**config.mk**
```make
export PLATFORM = sky130hd
export DESIGN_NAME = hex_display_arbiter_flat
export DESIGN_NICKNAME = d
export VERILOG_FILES = /design/src/rtl/hex_display_arbiter_if.sv /design/src/rtl/hex_display_arbiter.sv /design/src/flat_wrapper.sv
export SDC_FILE = /design/constraint.sdc
export NUM_CORES = 1
export LEC_CHECK = 0
export ABC_AREA = 1
export BUFFER_PORTS_ARGS = -buffer_cell sky130_fd_sc_hd__buf_2
export CORE_ASPECT_RATIO = 0.75
export CORE_MARGIN = 5
export CORE_UTILIZATION = 35
export DETAILED_ROUTE_END_ITERATION = 10
export HOLD_SLACK_MARGIN = 0.05
export SETUP_SLACK_MARGIN = 0.02
export SYNTH_ARGS = -nofsm -noshare
export SYNTH_HDL_FRONTEND = slang
export SYNTH_SLANG_ARGS = --single-unit
```
**constraint.sdc**
```tcl
create_clock -name i_clk -period 5.5 [get_ports i_clk]
set_clock_uncertainty 0.15 [all_clocks]
set_input_delay 0.55 -clock i_clk [delete_from_list [all_inputs] [get_ports i_clk]]
set_output_delay 0.55 -clock i_clk [all_outputs]
set_load 0.01 [all_outputs]
```
**src/rtl/hex_display_arbiter_if.sv**
```systemverilog
// Request/display bundle between the control FSMs (master) and the display arbiter (slave).
// Message digit k of requester r sits at [(r*8+k)*GLYPH_W +: GLYPH_W]; digit 7 is leftmost.
interface hex_display_arbiter_if #(
    parameter int N_REQ   = 3,
    parameter int GLYPH_W = 5
);
    logic [N_REQ-1:0]           i_req_valid;
    logic [N_REQ-1:0]           o_req_ready;
    logic [N_REQ*8*GLYPH_W-1:0] i_req_msg;
    logic [N_REQ-1:0]           i_req_blink;
    logic [8*GLYPH_W-1:0]       i_base_msg;
    logic [8*GLYPH_W-1:0]       o_glyph;
    logic [1:0]                 o_src;
    logic                       o_busy;

    modport master (
        output i_req_valid, i_req_msg, i_req_blink, i_base_msg,
        input  o_req_ready, o_glyph, o_src, o_busy
    );

    modport slave (
        input  i_req_valid, i_req_msg, i_req_blink, i_base_msg,
        output o_req_ready, o_glyph, o_src, o_busy
    );
endinterface

```
**src/rtl/hex_display_arbiter.sv**
```systemverilog
// Shares the 8-digit display between prioritised message requesters; each accepted
// message is held for HOLD_CYCLES (optionally blinking), otherwise the base word is shown.
module hex_display_arbiter #(
    parameter int N_REQ        = 3,
    parameter int GLYPH_W      = 5,
    parameter int HOLD_CYCLES  = 24000000,
    parameter int BLINK_CYCLES = 3000000
) (
    input  logic                  i_clk,
    input  logic                  i_rst,
    hex_display_arbiter_if.slave  bus
);
    localparam int MSG_W   = 8 * GLYPH_W;
    localparam int HOLD_W  = (HOLD_CYCLES  > 1) ? $clog2(HOLD_CYCLES)  : 1;
    localparam int BLINK_W = (BLINK_CYCLES > 1) ? $clog2(BLINK_CYCLES) : 1;
    localparam logic [1:0]       SRC_BASE = 2'd3;
    localparam logic [MSG_W-1:0] ALL_DARK = '1;   // glyph 31 in every digit

    typedef enum logic {IDLE, SHOW} state_t;

    state_t               state_reg, state_next;
    logic [1:0]           cur_reg, cur_next;
    logic [HOLD_W-1:0]    hold_reg, hold_next;
    logic [BLINK_W-1:0]   blink_cnt_reg, blink_cnt_next;
    logic                 phase_reg, phase_next;
    logic                 blink_en_reg, blink_en_next;
    logic [MSG_W-1:0]     msg_reg, msg_next;
    logic [MSG_W-1:0]     glyph_reg, glyph_next;

    logic [MSG_W-1:0]     req_msg_arr [N_REQ];
    logic [1:0]           win_idx;
    logic                 any_valid;
    logic                 hold_last;
    logic                 blink_last;
    logic                 grant_ok;

    generate
        for (genvar gi = 0; gi < N_REQ; gi++) begin : g_req
            assign req_msg_arr[gi]     = bus.i_req_msg[gi*MSG_W +: MSG_W];
            assign bus.o_req_ready[gi] = grant_ok && (win_idx == 2'(gi));
        end
    endgenerate

    // Lowest valid index wins.
    always_comb begin
        win_idx   = '0;
        any_valid = 1'b0;
        for (int i = N_REQ - 1; i >= 0; i--) begin
            if (bus.i_req_valid[i]) begin
                win_idx   = 2'(i);
                any_valid = 1'b1;
            end
        end
    end

    assign hold_last  = (hold_reg == HOLD_W'(HOLD_CYCLES - 1));
    assign blink_last = (blink_cnt_reg == BLINK_W'(BLINK_CYCLES - 1));
    // Ready implies the winner's valid is high, so a grant is always a transfer.
    assign grant_ok   = any_valid && !i_rst &&
                        (state_reg == IDLE || win_idx <= cur_reg || hold_last);

    always_comb begin
        state_next     = state_reg;
        cur_next       = cur_reg;
        hold_next      = hold_reg;
        blink_cnt_next = blink_cnt_reg;
        phase_next     = phase_reg;
        blink_en_next  = blink_en_reg;
        msg_next       = msg_reg;
        glyph_next     = bus.i_base_msg;

        if (state_reg == SHOW) begin
            glyph_next = phase_reg ? ALL_DARK : msg_reg;
        end

        if (grant_ok) begin
            state_next     = SHOW;
            cur_next       = win_idx;
            msg_next       = req_msg_arr[win_idx];
            blink_en_next  = bus.i_req_blink[win_idx];
            hold_next      = '0;
            blink_cnt_next = '0;
            phase_next     = 1'b0;
        end else if (state_reg == SHOW) begin
            if (hold_last) begin
                state_next     = IDLE;
                hold_next      = '0;
                blink_cnt_next = '0;
                phase_next     = 1'b0;
            end else begin
                hold_next = hold_reg + HOLD_W'(1);
                if (blink_en_reg) begin
                    if (blink_last) begin
                        blink_cnt_next = '0;
                        phase_next     = ~phase_reg;
                    end else begin
                        blink_cnt_next = blink_cnt_reg + BLINK_W'(1);
                    end
                end
            end
        end
    end

    always_ff @(posedge i_clk or posedge i_rst) begin
        if (i_rst) begin
            state_reg     <= IDLE;
            cur_reg       <= '0;
            hold_reg      <= '0;
            blink_cnt_reg <= '0;
            phase_reg     <= 1'b0;
            blink_en_reg  <= 1'b0;
            msg_reg       <= ALL_DARK;
            glyph_reg     <= ALL_DARK;
        end else begin
            state_reg     <= state_next;
            cur_reg       <= cur_next;
            hold_reg      <= hold_next;
            blink_cnt_reg <= blink_cnt_next;
            phase_reg     <= phase_next;
            blink_en_reg  <= blink_en_next;
            msg_reg       <= msg_next;
            glyph_reg     <= glyph_next;
        end
    end

    assign bus.o_glyph = glyph_reg;
    assign bus.o_src   = (state_reg == SHOW) ? cur_reg : SRC_BASE;
    assign bus.o_busy  = (state_reg == SHOW);
endmodule
```
**src/flat_wrapper.sv**
```systemverilog
// flat-port wrapper written by rule: the top's interface ports become plain ports
module hex_display_arbiter_flat 
#(
    parameter int N_REQ        = 3,
    parameter int GLYPH_W      = 5,
    parameter int HOLD_CYCLES  = 24000000,
    parameter int BLINK_CYCLES = 3000000
)
  (i_clk, i_rst, bus_i_req_valid, bus_i_req_msg, bus_i_req_blink, bus_i_base_msg, bus_o_req_ready, bus_o_glyph, bus_o_src, bus_o_busy);
  hex_display_arbiter_if #(.N_REQ(N_REQ), .GLYPH_W(GLYPH_W)) bus_i ();
  input  logic i_clk;
  input  logic i_rst;
  input wire logic [$bits(bus_i.i_req_valid)-1:0] bus_i_req_valid;
  input wire logic [$bits(bus_i.i_req_msg)-1:0] bus_i_req_msg;
  input wire logic [$bits(bus_i.i_req_blink)-1:0] bus_i_req_blink;
  input wire logic [$bits(bus_i.i_base_msg)-1:0] bus_i_base_msg;
  output wire logic [$bits(bus_i.o_req_ready)-1:0] bus_o_req_ready;
  output wire logic [$bits(bus_i.o_glyph)-1:0] bus_o_glyph;
  output wire logic [$bits(bus_i.o_src)-1:0] bus_o_src;
  output wire logic [$bits(bus_i.o_busy)-1:0] bus_o_busy;
  assign bus_i.i_req_valid = bus_i_req_valid;
  assign bus_i.i_req_msg = bus_i_req_msg;
  assign bus_i.i_req_blink = bus_i_req_blink;
  assign bus_i.i_base_msg = bus_i_base_msg;
  assign bus_o_req_ready = bus_i.o_req_ready;
  assign bus_o_glyph = bus_i.o_glyph;
  assign bus_o_src = bus_i.o_src;
  assign bus_o_busy = bus_i.o_busy;
  hex_display_arbiter #(.N_REQ(N_REQ), .GLYPH_W(GLYPH_W), .HOLD_CYCLES(HOLD_CYCLES), .BLINK_CYCLES(BLINK_CYCLES)) u_core (.i_clk(i_clk), .i_rst(i_rst), .bus(bus_i));
endmodule
```
==> Yosys cells after proc, flatten, opt, wreduce, memory -nomap -nowiden <==
Cells that the tools add are included.
{ "word_totals": {"word_cells": 64, "out_inout_bits": 46, "ff_bits": 132, "input_bits": 168} }
{ "op_classes": {"n_lt_le_gt_ge": 3, "reduce_logical": 14, "n_addsub": 2, "bitwise_logic": 3, "n_mux": 30, "n_eq_ne": 4} }
{ "ops": {"columns": ["operator", "count"], "rows": [
  ["two-way mux 40 bit", 4],
  ["two-way mux 22 bit", 5],
  ["binary-select mux 40 bit (select 2 bit)", 1],
  ["two-way mux 25 bit", 3],
  ["adder 25 x 1 -> 25 bit, second input constant", 1],
  ["equality test 25 bit, second input constant", 1],
  ["adder 22 x 1 -> 22 bit, second input constant", 1],
  ["equality test 22 bit, second input constant", 1],
  ["two-way mux 1 bit", 12],
  ["two-way mux 2 bit", 4],
  ["nonzero test 3 bit", 2],
  ["logical AND 1 bit", 5],
  ["greater-or-equal comparator 3 bit, second input constant", 1],
  ["< comparator 2 x 3 -> 1 bit, second input constant", 1],
  ["NOT 2 -> 3 bit", 1],
  ["AND reduction 3 bit", 1],
  ["binary-select mux 1 bit (select 2 bit)", 1],
  ["equality test 2 x 1 -> 1 bit, second input constant", 1],
  ["equality test 2 bit, second input constant", 1],
  ["<= comparator 2 bit", 1],
  ["logical NOT 2 bit", 1],
  ["logical OR 1 bit", 2],
  ["NOT 1 bit", 2],
  ["AND reduction 2 bit", 1],
  ["other kinds (2)", 2]
]} }

==> Depth between registers and ports, before layout <==
{ "logic_depth": {"ltp_word": 9, "mapped_depth": 15, "ltp_nobuf": 12} }

==> Worst setup path before layout <==
OpenSTA, ideal clock, no wires.
{ "synth_path": {"path_kind": "input -> output", "from": "in i_rst", "to": "out bus_o_req_ready[0]", "required_time_ns": 4.800, "cell_stages": 6, "path_slack_ns": 0.339, "arrival_time_ns": 4.461, "cell_sequence": "inv_1 nand2_2 inv_1 nand2_1 buf_2 nor3_1"} }
{ "synth_between": {"elab_chain_len": 4} }
{ "synth_rtl": {"columns": ["item", "line_no", "source"], "rows": [
  ["start, declared", "flat_wrapper.sv:12", "input logic i_rst;"],
  ["logical NOT 1 bit", "hex_display_arbiter.sv:59", "assign grant_ok = any_valid && !i_rst &&"],
  ["logical AND 1 bit (2 in a row)", "hex_display_arbiter.sv:59", null],
  ["logical AND 1 bit", "hex_display_arbiter.sv:40", "assign bus.o_req_ready[gi] = grant_ok && (win_idx == 2'(gi));"],
  ["end, declared", "flat_wrapper.sv:17", "output wire logic [$bits(bus_i.o_req_ready)-1:0] bus_o_req_ready;"]
]} }
No other way between the ends.

==> Worst setup path after layout <==
{ "layout_path": {"from": "in bus_i_req_valid[1]", "to": "out bus_o_req_ready[1]"} }
{ "layout_between": {"elab_chain_len": 7} }
{ "layout_rtl": {"columns": ["item", "line_no", "source"], "rows": [
  ["start, declared", "flat_wrapper.sv:13", "input wire logic [$bits(bus_i.i_req_valid)-1:0] bus_i_req_valid;"],
  ["two-way mux 2 bit (2 in a row)", "hex_display_arbiter.sv:49", "if (bus.i_req_valid[i]) begin"],
  ["<= comparator 2 bit", "hex_display_arbiter.sv:60", "(state_reg == IDLE || win_idx <= cur_reg || hold_last);"],
  ["logical OR 1 bit (2 in a row)", "hex_display_arbiter.sv:60", null],
  ["logical AND 1 bit", "hex_display_arbiter.sv:59", null],
  ["logical AND 1 bit (*)", "hex_display_arbiter.sv:40", null]
]} }
Every way passes the cells marked *; elsewhere a longest branch is shown, timed or not.

==> metrics.log <==
[metrics] slew at the pin closest to its max-slew limit: 1.057 ns
[metrics] number of global-route vias before repair: 6,959
[metrics] achievable clock frequency: 0.2773 GHz
[metrics] number of H-tree levels: 4
[metrics] clock-pin slew reported for the worst setup and hold paths after clock tree synthesis: 0.06 ns
[metrics] Total Wirelength: 22,600 um
[metrics] arrival time worst endpoint: 2.91 ns
[metrics] proportion of total power due to net switching: 0.3430
[metrics] Final Cycle Share: 0.6556
[metrics] maximum ir drop on the vdd rail: 224.1 uV
[metrics] cell area power density: 411.6 mW/mm^2
[metrics] worst setup path category: in2out
[metrics] number of slew-limit violations in the final report: 0
[metrics] global-route track usage on met2: 0.2610
[metrics] count of cells resized by post-cts repair: 0
[metrics] reported max-cap violation count: 0
[metrics] distinct cell type count after synthesis: 37
[metrics] Final Hold Fails: 0
[metrics] number of buffers inserted by hold repair at cts: 1
[metrics] list of cells traversed by the critical path: buf_2 > inv_2 > nor2_4 > clkinv_1 > buf_4 > ha_1 > nand2_1 > nand2_1 > nor2_2 > nand2_1 > nand2_1 > nor2_1 > buf_2
[metrics] final cell area excluding filler cells: 0.009477 sq mm
[metrics] met3 demand-to-capacity share in global routing: 0.04352
[metrics] cell area after placement: 0.008899 sq mm
[metrics] number of endpoints failing setup at the final stage: 0
[metrics] share of the yosys chip area belonging to registers: 0.4454
[metrics] buffers and inverters on the worst path: 5
[metrics] HPWL after DPL: 16,530 um
[metrics] crit-path leading delay family: simple AND/OR/NAND/NOR gates
[metrics] count of antenna diodes in the layout: 0
[metrics] Root Buffer: clkbuf_16
[metrics] register-to-register path setup slack: 2.77 ns
[metrics] Combinational Power Share: 0.306
[metrics] required arrival time at the worst endpoint: 4.80 ns
[metrics] DR DRC count: 0
[metrics] RSZ-0062 raised after global routing: false
[metrics] Die H: 138.0 um
[metrics] number of buffers on the longest clock path: 2
[metrics] number of filler cells placed in the layout: 2,193
[metrics] Worst Path Max Fanout: 43
[metrics] ANT nets after route: 0
[metrics] crit path time final: 3.606 ns
[metrics] number of clock buffers inserted by TritonCTS: 17
[metrics] synth-to-layout area growth: 24.02%
[metrics] run status: completed
[metrics] last weighted congestion value of the routability-driven placer: 0.9281
[metrics] Post-Syn Area per Cell: 7.383 sq um
[metrics] CORE AREA: 0.02130 sq mm
[metrics] placed instance count: 1,496
[metrics] starting utilization of the core area: 0.3588
[metrics] worst min path class: in2reg
[metrics] most frequent CP cell: nand2_1
[metrics] critical-path cell with the highest stage delay: nand2_1
[metrics] number of iterations in the first detailed-routing pass: 6
[metrics] static power due to leakage: 0.004446 uW
[metrics] Total Power: 3900 uW
[metrics] area of the mapped netlist: 0.007641 sq mm
[metrics] detail-routed via count per cell: 4.822
[metrics] top-level port count: 214
[metrics] Sum Neg Setup Slack: 0 ns
[metrics] GRT Overall Usage: 0.1803
[metrics] number of buffers inserted by post-CTS setup repair: 0
[metrics] count of vias placed by the detailed router: 7,373
[metrics] endpoint class of the critical path: primary output
[metrics] worst slew margin relative to its limit: 0.2937
[metrics] non-filler instance count after layout: 1,529
[metrics] Post-Synthesis Net Count: 1,207
[metrics] layout cells sized above 1: 0.3312
[metrics] count of warnings emitted by yosys: 0
[metrics] Sequential cell area: 0.003405 sq mm
[metrics] worst-case hold slack: 0.1916 ns
[metrics] met1 track demand over resource: 0.2708
[metrics] clock insertion delay at the later pin of the skew report: 0.42 ns
[metrics] number of antenna violations at the first check in global routing: 0
[metrics] part of the power in the clock network: 0.279
[metrics] Seq cells post-synth: 132
[metrics] total area of multi-input combinational cells: 0.003635 sq mm
[metrics] Die X: 180.6 um
[metrics] Critical Path Max Stage Delay: 0.53 ns
[metrics] area of the die: 0.02492 sq mm
[metrics] IO buf count: 213
[metrics] drt wl/cell: 14.78 um
[metrics] Internal: 2562 uW
[metrics] maximum number of pins on one net before global-route repair: 83
[metrics] Setup crit start kind: primary input
[metrics] first-iteration detailed-routing DRC count: 526
[metrics] std cell rows: 46
[metrics] sequential cell fraction of total power: 0.415
[metrics] clk sink count: 132
[metrics] GRT Max-Usage Layer: met1
[metrics] sw power: 1338 uW
[metrics] fin nets: 1,400
[metrics] first-pass GRT wire length: 36,390 um
[metrics] number of instances in the synthesized netlist: 1,035
[metrics] clock tree from TritonCTS: built
[metrics] leftover overflow at the end of global routing: 0
==> cell families (layout without fill, tap and decap cells) <==
kind of cell	Yosys count	after routing	synth area share
compound gates	149	149	0.1222
xor+xnor	18	18	0.02063
fa+ha+maj	4	4	0.006550
buf+inv	147	353	0.08253
flops	132	132	0.4454
simple gates	585	585	0.3227
==> cells in the final DEF (no fill, tap or decap), types with 2 or more instances in the layout <==
master	count
nor3b_1	2
a31oi_1	41
o21bai_1	4
buf_4	7
o21ai_2	28
dfstp_2	80
inv_6	3
clkinvlp_4	3
clkinv_4	5
nand2_1	257
inv_1	95
buf_2	213
dfrtp_1	51
o21ai_0	25
nand2_4	3
nand3_1	71
nor2_2	2
nor2_1	188
a21oi_1	44
ha_1	4
nor2_4	4
nand2_2	32
nor3_1	14
xor2_1	13
o21ai_1	4
nand4_1	7
clkbuf_16	17
inv_2	3
or2_2	2
xnor2_1	5
==> power groups by stage <==
stage,registers [uW],clock network (uW),logic (uW)
after CTS,1620,1110,1210
after detailed placement,1630,0,1210
final,1620,1090,1190
after global placement,1620,0,1190
after global routing,1660,1150,1340
after floorplan,1700,0,742
==> final timing paths <==
check                                   start                endpoint  cells after the start
min in group asynchronous               i_rst      u_core.hold_reg[7]                      3
max reg2reg                u_core.hold_reg[0]      u_core.msg_reg[37]                     10
max                        bus_i_req_valid[1]      bus_o_req_ready[1]                     13
max in group asynchronous               i_rst       u_core.bus.o_busy                      4
min reg2reg                u_core.msg_reg[35]  u_core.bus.o_glyph[35]                      2
min                        bus_i_base_msg[10]  u_core.bus.o_glyph[10]                      3
==> worst register-to-register path, delay by kind of cell, from the launching register on <==
family                   cells  cell delay [ns]
flip-flops                   1             0.39
adder cells (fa/ha/maj)      1             0.18
AO/OA/AOI/OAI                2             0.62
AND/OR/NAND/NOR              5             0.64
buffers and inverters        2             0.70
==> per-stage QoR <==
stage | setup WS, ns | utilization
after floorplan | 0.3386 | -
final | 1.894 | 0.4450
after global routing | 1.583 | 0.4450
after global placement | 1.958 | 0.4179
after CTS | 1.877 | 0.4450
after detailed placement | 1.919 | 0.4179
==> synthesized netlist by cell type <==
master,count,area (sq um)
a21oi_1,44,220.2
a21oi_4,1,16.27
a31oi_1,41,256.5
buf_1,2,7.510
buf_2,12,60.06
buf_4,1,7.510
buf_6,3,33.78
buf_8,3,45.04
clkbuf_1,25,93.84
clkbuf_4,1,7.510
clkinv_1,1,3.750
dfrtp_1,52,1301
dfstp_2,80,2102
ha_1,4,50.05
inv_1,96,360.4
inv_2,3,11.26
nand2_1,257,964.7
nand2_2,32,200.2
nand2_4,3,33.78
nand3_1,72,360.4
nand3_2,1,10.01
nand3b_1,1,7.510
nand4_1,7,43.79
nor2_1,190,713.2
nor2_2,2,12.51
nor2_4,2,22.52
nor3_1,14,70.07
nor3b_1,2,15.01
o211ai_1,1,7.510
o211ai_2,1,12.51
o21ai_0,25,125.1
o21ai_1,4,20.02
o21ai_2,28,245.2
o21bai_1,4,30.03
or2_2,2,12.51
xnor2_1,5,43.79
xor2_1,13,113.9
==> per-layer routing <==
metal | share of wire | wire length (um) | up-vias
met5 | 0 | 0 | -
met4 | 0.010 | 231 | 0
met3 | 0.073 | 1647 | 17
met2 | 0.42 | 9386 | 246
met1 | 0.50 | 11340 | 3423
li1 | - | - | 3687
==> area by class of cell <==
type | instances | area share
Sequential cell | 132 | 0.3593
Timing Repair Buffer | 221 | 0.1191
Inverter | 100 | 0.04014
Multi-Input combinational cell | 756 | 0.3835
Clock inverter | 13 | 0.01320
Clock buffer | 19 | 0.04674
Tap cell | 288 | 0.03802
Note: power is estimated with default switching activity, not from simulation.
